<file path="config.mk">
export PLATFORM = sky130hd
export DESIGN_NAME = alu_srl_sched
export DESIGN_NICKNAME = d
export VERILOG_FILES = /design/src/rtl/alu_srl_sched_pkg.sv /design/src/rtl/alu_srl.sv /design/src/rtl/alu_srl_sched.sv
export SDC_FILE = /design/constraint.sdc
export NUM_CORES = 1
export LEC_CHECK = 0
export BUFFER_PORTS_ARGS = -buffer_cell sky130_fd_sc_hd__buf_4
export CAP_MARGIN = 20
export CORE_UTILIZATION = 56
export CTS_BUF_LIST = sky130_fd_sc_hd__clkbuf_4 sky130_fd_sc_hd__clkbuf_8
export DETAILED_ROUTE_END_ITERATION = 10
export PLACE_DENSITY = 0.83
export SYNTH_ARGS = -nofsm -noshare
export SYNTH_HDL_FRONTEND = slang
export SYNTH_HIERARCHICAL = 1
export SYNTH_SLANG_ARGS = --single-unit
</file>
<file path="constraint.sdc">
create_clock -name clk -period 2.9 [get_ports clk]
set_input_delay 0.58 -clock clk [delete_from_list [all_inputs] [get_ports clk]]
set_output_delay 0.58 -clock clk [all_outputs]
set_load 0.01 [all_outputs]
</file>
<file path="src/rtl/alu_srl_sched_pkg.sv">
// Shared types and defaults for the two-requester logical-right-shift scheduler.
package alu_srl_sched_pkg;

    typedef enum logic [1:0] {
        IDLE = 2'd0,
        EXEC = 2'd1,
        RESP = 2'd2
    } state_t;

    localparam int DEF_N  = 32;
    localparam int DEF_SW = 6;
    localparam int CNT_W  = 16;

endpackage

</file>
<file path="src/rtl/alu_srl.sv">
// Combinational logical right shift; amounts at or beyond N shift everything out.
module alu_srl #(
    parameter int N  = 32,
    parameter int SW = 6
) (
    input  logic [N-1:0]  A,
    input  logic [SW-1:0] S,
    output logic [N-1:0]  Z
);

    assign Z = A >> S;

endmodule

</file>
<file path="src/rtl/alu_srl_sched.sv">
// Round-robin scheduler sharing one alu_srl between two requesters, one op in flight.
// Optional grant statistics counters are built when ALU_SRL_SCHED_STATS_EN is defined.
import alu_srl_sched_pkg::*;

module alu_srl_sched #(
    parameter int N  = DEF_N,
    parameter int SW = DEF_SW
) (
    input  logic          clk,
    input  logic          rst_n,
    input  logic          req0_valid,
    output logic          req0_ready,
    input  logic [N-1:0]  req0_a,
    input  logic [SW-1:0] req0_s,
    input  logic          req1_valid,
    output logic          req1_ready,
    input  logic [N-1:0]  req1_a,
    input  logic [SW-1:0] req1_s,
    output logic          rsp_valid,
    input  logic          rsp_ready,
    output logic          rsp_id,
    output logic [N-1:0]  rsp_z
`ifdef ALU_SRL_SCHED_STATS_EN
    ,
    output logic [CNT_W-1:0] gnt_cnt0,
    output logic [CNT_W-1:0] gnt_cnt1
`endif
);

    state_t        state_q, state_d;
    logic          prio_q;
    logic [N-1:0]  a_q;
    logic [SW-1:0] s_q;
    logic          id_q;
    logic          rsp_valid_q;
    logic [N-1:0]  rsp_z_q;
    logic          grant;
    logic          gnt_id;
    logic [N-1:0]  alu_z;

    // prio_q names the requester that wins a tie; it flips away from whoever was just granted.
    always_comb begin
        state_d = state_q;
        grant   = 1'b0;
        gnt_id  = prio_q;
        case (state_q)
            IDLE: begin
                if (req0_valid && req1_valid) begin
                    grant  = 1'b1;
                    gnt_id = prio_q;
                end else if (req0_valid) begin
                    grant  = 1'b1;
                    gnt_id = 1'b0;
                end else if (req1_valid) begin
                    grant  = 1'b1;
                    gnt_id = 1'b1;
                end
                if (grant) begin
                    state_d = EXEC;
                end
            end
            EXEC: state_d = RESP;
            RESP: begin
                if (rsp_ready) begin
                    state_d = IDLE;
                end
            end
            default: state_d = IDLE;
        endcase
    end

    assign req0_ready = rst_n && grant && !gnt_id;
    assign req1_ready = rst_n && grant && gnt_id;

    always_ff @(posedge clk or negedge rst_n) begin
        if (!rst_n) begin
            state_q     <= IDLE;
            prio_q      <= 1'b0;
            a_q         <= '0;
            s_q         <= '0;
            id_q        <= 1'b0;
            rsp_valid_q <= 1'b0;
            rsp_z_q     <= '0;
        end else begin
            state_q <= state_d;
            if (grant) begin
                prio_q <= ~gnt_id;
                a_q    <= gnt_id ? req1_a : req0_a;
                s_q    <= gnt_id ? req1_s : req0_s;
                id_q   <= gnt_id;
            end
            if (state_q == EXEC) begin
                rsp_z_q     <= alu_z;
                rsp_valid_q <= 1'b1;
            end else if (state_q == RESP && rsp_ready) begin
                rsp_valid_q <= 1'b0;
            end
        end
    end

    alu_srl #(.N(N), .SW(SW)) u_alu_srl (
        .A (a_q),
        .S (s_q),
        .Z (alu_z)
    );

    assign rsp_valid = rsp_valid_q;
    assign rsp_id    = id_q;
    assign rsp_z     = rsp_z_q;

`ifdef ALU_SRL_SCHED_STATS_EN
    logic [CNT_W-1:0] cnt0_q, cnt1_q;

    // Counters saturate rather than wrap so a long run never reports a misleadingly small count.
    always_ff @(posedge clk or negedge rst_n) begin
        if (!rst_n) begin
            cnt0_q <= '0;
            cnt1_q <= '0;
        end else if (grant) begin
            if (!gnt_id && cnt0_q != '1) begin
                cnt0_q <= cnt0_q + 1'b1;
            end
            if (gnt_id && cnt1_q != '1) begin
                cnt1_q <= cnt1_q + 1'b1;
            end
        end
    end

    assign gnt_cnt0 = cnt0_q;
    assign gnt_cnt1 = cnt1_q;
`else
    // Statistics build disabled: no counter state exists.
`endif

endmodule

</file>
# After elaboration in Yosys (flattened, before gate mapping)
# Cells that the tools add are included.
[totals]
ff_bits = 75
latch_bits = 0
ram_bits = 0
mem_bits_ro = 0
inputBits = 81
output_inout_bits = 36
word_cells = 38
mem_count = 0
[classes]
addsub = 0
n_mul = 0
div_mod_pow = 0
order_cmp = 0
eq_ne = 4
n_shift = 1
muxes = 16
bitwise_logic = 1
n_reduce_logical = 9
[op_table]
columns = ["cell", "n"]
rows = [
  ["2-to-1 mux 32 bit", 1],
  [">> shifter 32 x 6 -> 32 bit", 1],
  ["2-to-1 mux 1 bit", 11],
  ["2-to-1 mux 6 bit", 1],
  ["case mux 2 bit (3 select lines)", 1],
  ["logical AND 1 bit", 5],
  ["2-to-1 mux 2 bit", 2],
  ["inequality test 2 bit (second input constant)", 2],
  ["equality test 2 x 1 -> 1 bit (second input constant)", 1],
  ["equality test 2 bit (second input constant)", 1],
  ["zero test 2 bit", 1],
  ["AND reduction 2 bit", 1],
  ["nonzero test 2 bit", 1],
  ["zero test 1 bit", 1],
  ["NOT 1 bit", 1],
]

# Depth between registers and ports, before layout
# Gate-level depths: netlist (run 1).
[logic_depth]
depth_word = 7
ltp_mapped = 8

# Modules after synthesis
# Netlist (run 1), hierarchy kept.
[modules_own_cells]
columns = ["module", "n_inst", "cells_each", "area_each_um2", "seq_area_each_um2"]
rows = [
  ["alu_srl_sched", 1, 244, 3183.1, 1876.8],
  ["alu_srl", 1, 185, 1824.2, 0.0],
]

# Worst setup path before layout (run 1)
# No wires, ideal clock.
[synth_path]
path_kind = "input -> output"
from = "input req1_valid"
to = "output req0_ready"
arrival_ns = 1.657
required_time_ns = 2.320
slack_ns = 0.663
cell_stages = 4
path_buffers = 1
cell_sequence = "or4b_4 o211ai_4 buf_12 and3_1"
[synth_via]
elab_chain_len = 7
elab_cells_between_ends = 13
[synth_rtl]
columns = ["element", "line", "text"]
rows = [
  ["start, declared", "alu_srl_sched.sv:15", "input logic req1_valid,"],
  ["2-to-1 mux 1 bit", "alu_srl_sched.sv:54", "end else if (req1_valid) begin"],
  ["2-to-1 mux 1 bit", "alu_srl_sched.sv:51", "end else if (req0_valid) begin"],
  ["2-to-1 mux 1 bit", "alu_srl_sched.sv:48", "if (req0_valid && req1_valid) begin"],
  ["2-to-1 mux 1 bit (2 in a row)", "alu_srl_sched.sv:46", "case (state_q)"],
  ["logical AND 1 bit", "alu_srl_sched.sv:72", "assign req0_ready = rst_n && grant && !gnt_id;"],
  ["logical AND 1 bit *", "alu_srl_sched.sv:72", ""],
  ["end, declared", "alu_srl_sched.sv:12", "output logic req0_ready,"],
]
# Mark *: on every way between the ends. The rest lies on a longest branch, timed or not. The select of a mux whose other input is x is not followed.

# Worst setup path in the final report (run 1)
[layout_path]
from = "register s_q[1]"
to = "register rsp_z_q[5], in the netlist rsp_z[5]"
[layout_via]
elab_chain_len = 1
[layout_rtl]
columns = ["element", "line", "text"]
rows = [
  ["start, declared", "alu_srl_sched.sv:33", "logic [SW-1:0] s_q;"],
  ["start signal, assigned", "alu_srl_sched.sv:89", "s_q <= gnt_id ? req1_s : req0_s;"],
  [">> shifter 32 x 6 -> 32 bit", "alu_srl.sv:11", "assign Z = A >> S;"],
  ["net alu_z[5]", "alu_srl_sched.sv:39", "logic [N-1:0] alu_z;"],
  ["end signal, assigned", "alu_srl_sched.sv:93", "rsp_z_q <= alu_z;"],
  ["end, declared", "alu_srl_sched.sv:36", "logic [N-1:0] rsp_z_q;"],
]
# The timed path passes the listed nets, and every way through them passes these cells.
# A chain may end at the register's enable or synchronous reset.

==> impl_metrics.csv, run 1 <==
group,metric,value,unit
status,outcome,"finished, final reports clean",
floorplan,boundaryPins,117,
synthesis,synth_area_leaders,"dfrtp_1 (37%), mux4_2 (9.9%), mux2_2 (8.8%)",
sta,tns,0,ps
synthesis,yosysSeqAreaShare,0.375,
synthesis,synth-simple-area-share,0.0922,
clock_tree,clk_pin_slew,80,ps
floorplan,start_util,0.577,
power_and_ir_drop,power_frac_comb,0.617,
synthesis,synth_top_area_cell,"dfrtp_1",
sta,maxSlewViolCount,0,
sta,fin_crit,2520,ps
final_layout,fillers,648,
sta,fmax,0.397,GHz
synthesis,syn_avg_cell_area,11.7,sq um
grt,grt_pass1_wl,20000,microns
clock_tree,htree_levels,3,
final_layout,postLayoutCoreUtil,0.695,
synthesis,synth_cells,429,
synthesis,synthArstFlopShare,1.00,
min_path,min_path_type,"in2async",
sta,grt_setup_unrepaired,"false",
drt,drt_pass1_iterations,5,
place,gp_congestion,0.911,
drt,wirelength,12600,microns
sta,tightest_slew,927,ps
power_and_ir_drop,leakagePower,2.90,nW
critical_path,critPathRequiredTime,3140,ps
floorplan,die_w,96.6,microns
floorplan,dieArea,0.00932,sq mm
synthesis,synthTopCellsByCount,"dfrtp_1 (75), mux2i_1 (42), mux2_2 (39)",
clock_tree,cts-root-buf,"clkbuf_8",
sta,finalSetupViolCount,0,
final_layout,n_antenna_cell,0,
power_and_ir_drop,p_switching,3.30,mW
clock_tree,cts_setup_buffers,0,
power_and_ir_drop,p_int,4.23,mW
power_and_ir_drop,p_seq_frac,0.286,
final_layout,drive_gt1_frac,0.414,
synthesis,synth_top_flop_cell,"dfrtp_1",
floorplan,rows,34,
final_layout,nNetsFinal,616,
power_and_ir_drop,peakVddDrop,0.684,mV
synthesis,synth_top_family_by_area,"multiplexers",
drt,vias,3994,
grt,antenna_found_initial,0,
critical_path,crit_type,"reg2reg",
place,dp_hpwl,9430,microns
synthesis,synthXorXnorAreaFrac,0,
sta,fin_skew,9.97,ps
synthesis,yosys_warnings,6,
grt,grt_util_all_layers,0.290,
clock_tree,max-clock-path-buffers,2,
drt,drc_errors,0,
critical_path,end_kind,"flop",
clock_tree,cts_buffers,9,
synthesis,synth-compound-area-share,0.152,
place,place_inst,632,
synthesis,synthAdderAreaFrac,0,
drt,wire_per_inst,19.5,microns
drt,ant_nets,0,
sta,hold_viol_final,0,
clock_tree,clk_latency,350,ps
synthesis,synth.distinct_cells,52,
synthesis,synth_nets,510,
grt,overflow,0,
synthesis,synthMuxAreaShare,0.323,
synthesis,syn-cell-area,0.00501,sq mm
clock_tree,cts_tree,"done",
floorplan,fp.dieH,96.6,microns
critical_path,worstPathArrival,2750,ps
floorplan,fp.coreArea,0.00868,sq mm
critical_path,cp-start-kind,"flop",
sta,max_slew_margin,0.382,
synthesis,yosysTopAreaCellShare,0.375,
final_layout,finalNonFillerCells,647,
clock_tree,clock-sinks,75,
grt,grt_pass1_vias,3894,
final_layout,area_delta_synth_final,20.4,%
power_and_ir_drop,power_density,1250,mW/mm^2
flow_run,maxCapViolCount,0,
clock_tree,post_cts_resized,0,
place,io_buffer_count,116,
drt,vias_per_cell,6.17,
clock_tree,postCtsHoldBufs,0,
grt,grt_max_degree,73,
sta,fin_crit_sh,0.868,
critical_path,worstPathMaxFanout,17,
drt,drt-initial-drc-count,228,
synthesis,ys_ff_latch,75,
power_and_ir_drop,p_clk_frac,0.097,
synthesis,synth_edf_count,0,
power_and_ir_drop,p_sw_frac,0.438,
synthesis,yosysMostFrequentCell,"dfrtp_1",
[state kept, by name (all words and copies together), names as in the netlist]
signal	cells
a_q	32
prio_q	1
rsp_id	1
rsp_valid	1
rsp_z	32
s_q	6
state_q	2
[routing by layer]
metal | up-vias | wire, microns | global-route usage
met3 | 20 | 756 | 0.0509
met5 | - | 0 | 0
met1 | 1958 | 5450 | 0.393
li1 | 1848 | - | -
met2 | 168 | 6210 | 0.482
met4 | 0 | 227 | 0.0784
[power by group through the flow]
stage | clock (mW) | sequential [mW] | combinational, mW
5_1_grt | 0.786 | 2.25 | 4.98
6_report | 0.729 | 2.16 | 4.64
3_5_place_dp | 0 | 2.17 | 4.58
4_1_cts | 0.741 | 2.15 | 4.60
2_1_floorplan | 0 | 1.91 | 3.65
3_3_place_gp | 0 | 2.13 | 4.50
[worst paths after layout]
check                           startpoint  cells past startpoint  slack [ps]        end
min in group clk                 req1_a[3]                      2         420     a_q[3]
worst max register to register      s_q[1]                      7         380   rsp_z[5]
worst min-delay path                 rst_n                      1          30     a_q[8]
max in group asynchronous            rst_n                      2        1700     s_q[1]
worst max-delay path                s_q[1]                      7         380   rsp_z[5]
worst min register to register   rsp_z[11]                      1         510  rsp_z[11]
[worst max-delay path, cell delays in order, from the launching register on]
cell     delay [ps]
dfrtp_2         650
buf_4           330
buf_4           240
mux2i_1         260
o21a_1          260
o31ai_1          90
a211o_1         300
mux2_2          260
[cells by family after synthesis]
| kind of cell | Yosys count |
|---|---|
| simple gates | 98 |
| buf+inv | 40 |
| flops | 75 |
| mux | 114 |
| compound gates | 102 |
[final cells by class]
| cell class | count | area, sq um | area share |
|---|---|---|---|
| clock inverter | 3 | 15.0 | 0.00249 |
| clock buffer | 12 | 153 | 0.0253 |
| tap | 108 | 135 | 0.0224 |
| multi-input combinational | 314 | 2850 | 0.473 |
| timing repair buffer | 131 | 983 | 0.163 |
| inverter | 4 | 15.0 | 0.00249 |
| sequential | 75 | 1880 | 0.311 |
[metrics by stage]
| step | power [mW] | hold WS, ps | cell area [sq um] | setup slack (ps) |
|---|---|---|---|---|
| floorplan | 5.56 | 284 | 5010 | 663 |
| global placement | 6.63 | 399 | 5860 | 469 |
| detailed placement | 6.75 | 399 | 5860 | 428 |
| CTS | 7.49 | 17.5 | 6030 | 386 |
| global route | 8.01 | 20.0 | 6030 | 212 |
| finish | 7.53 | 30.5 | 6030 | 382 |
[placed cells by master (no fill, tap or decap), types with 6 or more instances in the layout]
cell / n
o211ai_1: 9
buf_4: 131
mux2_2: 39
dfrtp_1: 74
mux4_2: 22
nand3_1: 6
mux2i_1: 42
a22oi_1: 8
nand2_1: 38
a21o_1: 16
o22a_1: 7
clkbuf_8: 10
mux4_1: 7
nor2_1: 25
o21ai_1: 19
a22o_1: 15
No activity file was read; power rests on OpenSTA's default activity.
==> run 2, diff against run 1 <==
--- a/config.mk
+++ b/config.mk
@@ -5,11 +5,11 @@
 export SDC_FILE = /design/constraint.sdc
 export NUM_CORES = 1
 export LEC_CHECK = 0
-export BUFFER_PORTS_ARGS = -buffer_cell sky130_fd_sc_hd__buf_4
 export CAP_MARGIN = 20
-export CORE_UTILIZATION = 56
+export CORE_UTILIZATION = 67
 export CTS_BUF_LIST = sky130_fd_sc_hd__clkbuf_4 sky130_fd_sc_hd__clkbuf_8
 export DETAILED_ROUTE_END_ITERATION = 10
+export DONT_BUFFER_PORTS = 1
 export PLACE_DENSITY = 0.83
 export SYNTH_ARGS = -nofsm -noshare
 export SYNTH_HDL_FRONTEND = slang
==> impl_metrics.csv, run 2 (synthesis results as in run 1) <==
group,metric,value,unit
critical_path,worstPathMaxFanout,17,
final_layout,area_delta_synth_final,4.05,%
clock_tree,postCtsHoldBufs,1,
drt,vias_per_cell,7.07,
floorplan,fp.coreArea,0.00725,sq mm
clock_tree,cts_tree,"done",
critical_path,worstPathArrival,2720,ps
critical_path,r2r_cells,6,
critical_path,critPathRequiredTime,3140,ps
grt,grt_pass1_wl,17700,microns
place,dp_slack,422,ps
drt,vias,3674,
flow_run,maxCapViolCount,0,
clock_tree,cts_setup_buffers,0,
drt,wl_met2,5320,microns
clock_tree,cts_buffers,9,
drt,wire_per_inst,21.9,microns
drt,drt-initial-drc-count,293,
sta,tns,0,ps
drt,wl_met1,4730,microns
clock_tree,clk_pin_slew,90,ps
sta,fin_skew,14.2,ps
drt,wl_met3,995,microns
drt,drc_errors,0,
min_path,min_path_type,"in2async",
place,dp_hpwl,8150,microns
floorplan,rows,31,
final_layout,n_antenna_cell,0,
drt,ant_nets,0,
sta,maxSlewViolCount,0,
place,place_inst,503,
clock_tree,post_cts_resized,0,
grt,antenna_found_initial,0,
grt,overflow,0,
final_layout,nNetsFinal,497,
floorplan,start_util,0.690,
clock_tree,cts-root-buf,"clkbuf_8",
drt,wirelength,11400,microns
final_layout,finalNonFillerCells,520,
drt,highest_layer,"met4",
power_and_ir_drop,peakVddDrop,0.828,mV
sta,tightest_slew,1000,ps
clock_tree,clk_latency,360,ps
clock_tree,htree_levels,3,
power_and_ir_drop,power_density,1410,mW/mm^2
sta,fmax,0.403,GHz
floorplan,dieArea,0.00782,sq mm
critical_path,cp-start-kind,"flop",
clock_tree,max-clock-path-buffers,2,
place,gp_congestion,0.911,
sta,fin_crit,2480,ps
sta,fin_crit_sh,0.855,
sta,fin_ws,419,ps
sta,finalSetupViolCount,0,
sta,max_slew_margin,0.328,
floorplan,fp.dieH,88.5,microns
grt,grt_util_all_layers,0.307,
sta,hold_viol_final,0,
final_layout,drive_gt1_frac,0.249,
clock_tree,clock-sinks,75,
final_layout,final_cell_mix,"dfrtp_1 (74), mux2i_1 (42), mux2_2 (39)",
grt,grt_max_degree,76,
sta,grt_setup_unrepaired,"false",
floorplan,boundaryPins,117,
drt,drt_pass1_iterations,6,
grt,grt_pass1_vias,3401,
status,outcome,"finished, final reports clean",
power_and_ir_drop,leakagePower,2.35,nW
critical_path,end_kind,"flop",
place,io_buffer_count,0,
floorplan,die_w,88.5,microns
critical_path,crit_type,"reg2reg",
final_layout,mostFrequentLayoutCell,"dfrtp_1",
run 2: cell count changes in the layout (fill, tap and decap cells not counted), sizes merged:
cell      previous run  this run
buf                131        12
bufinv               0         2
clkinv               3         1
clkinvlp             0         1
run 2: path summary, 6_finish.rpt:
check                          start  endpoint  slack (ps)
setup / recovery              s_q[0]  rsp_z[2]         420
hold / removal                 rst_n    s_q[3]         100
setup reg to reg              s_q[0]  rsp_z[2]         420
hold reg to reg              a_q[23]   a_q[23]         550
max in group asynchronous      rst_n    s_q[1]        2490
min in group clk           req1_a[6]    a_q[6]         320
run 2: layout make-up:
type,count,area [sq um]
multi-input cells,314,2850
well taps,99,124
inverters,4,15.0
fillers,532,2040
clock buffers,12,159
flip-flops and latches,75,1880
repair buffers,12,110
clock inverters,4,72.6
run 2: metal layers:
metal,up-vias,track usage
met5,-,0
met4,0,0.133
met3,32,0.0728
met2,216,0.476
met1,1810,0.417
li1,1616,-
run 2: through the flow:
stage	instance area, sq um	power, mW	util	hold slack [ps]
2_1_floorplan	5010	5.56	-	284
3_3_place_gp	4950	6.20	0.683	286
3_5_place_dp	4950	6.31	0.683	286
4_1_cts	5210	7.28	0.718	111
5_1_grt	5210	7.78	0.718	121
6_report	5210	7.35	0.718	98.8
run 2: worst max-delay path: stages (launching register included):
cell and delay, ps:
dfrtp_1 800, buf_4 370, mux2i_1 250, nor2_1 80, mux2i_1 420, o211ai_1 160
mux2_2 280
run 2: report_power, final:
| part | internal, mW | leakage, nW | switching, mW |
|---|---|---|---|
| Sequential | 1.50 | 0.949 | 0.761 |
| Combinational | 2.11 | 1.28 | 2.05 |
| Clock | 0.540 | 0.116 | 0.395 |
| Total | 4.15 | 2.35 | 3.20 |
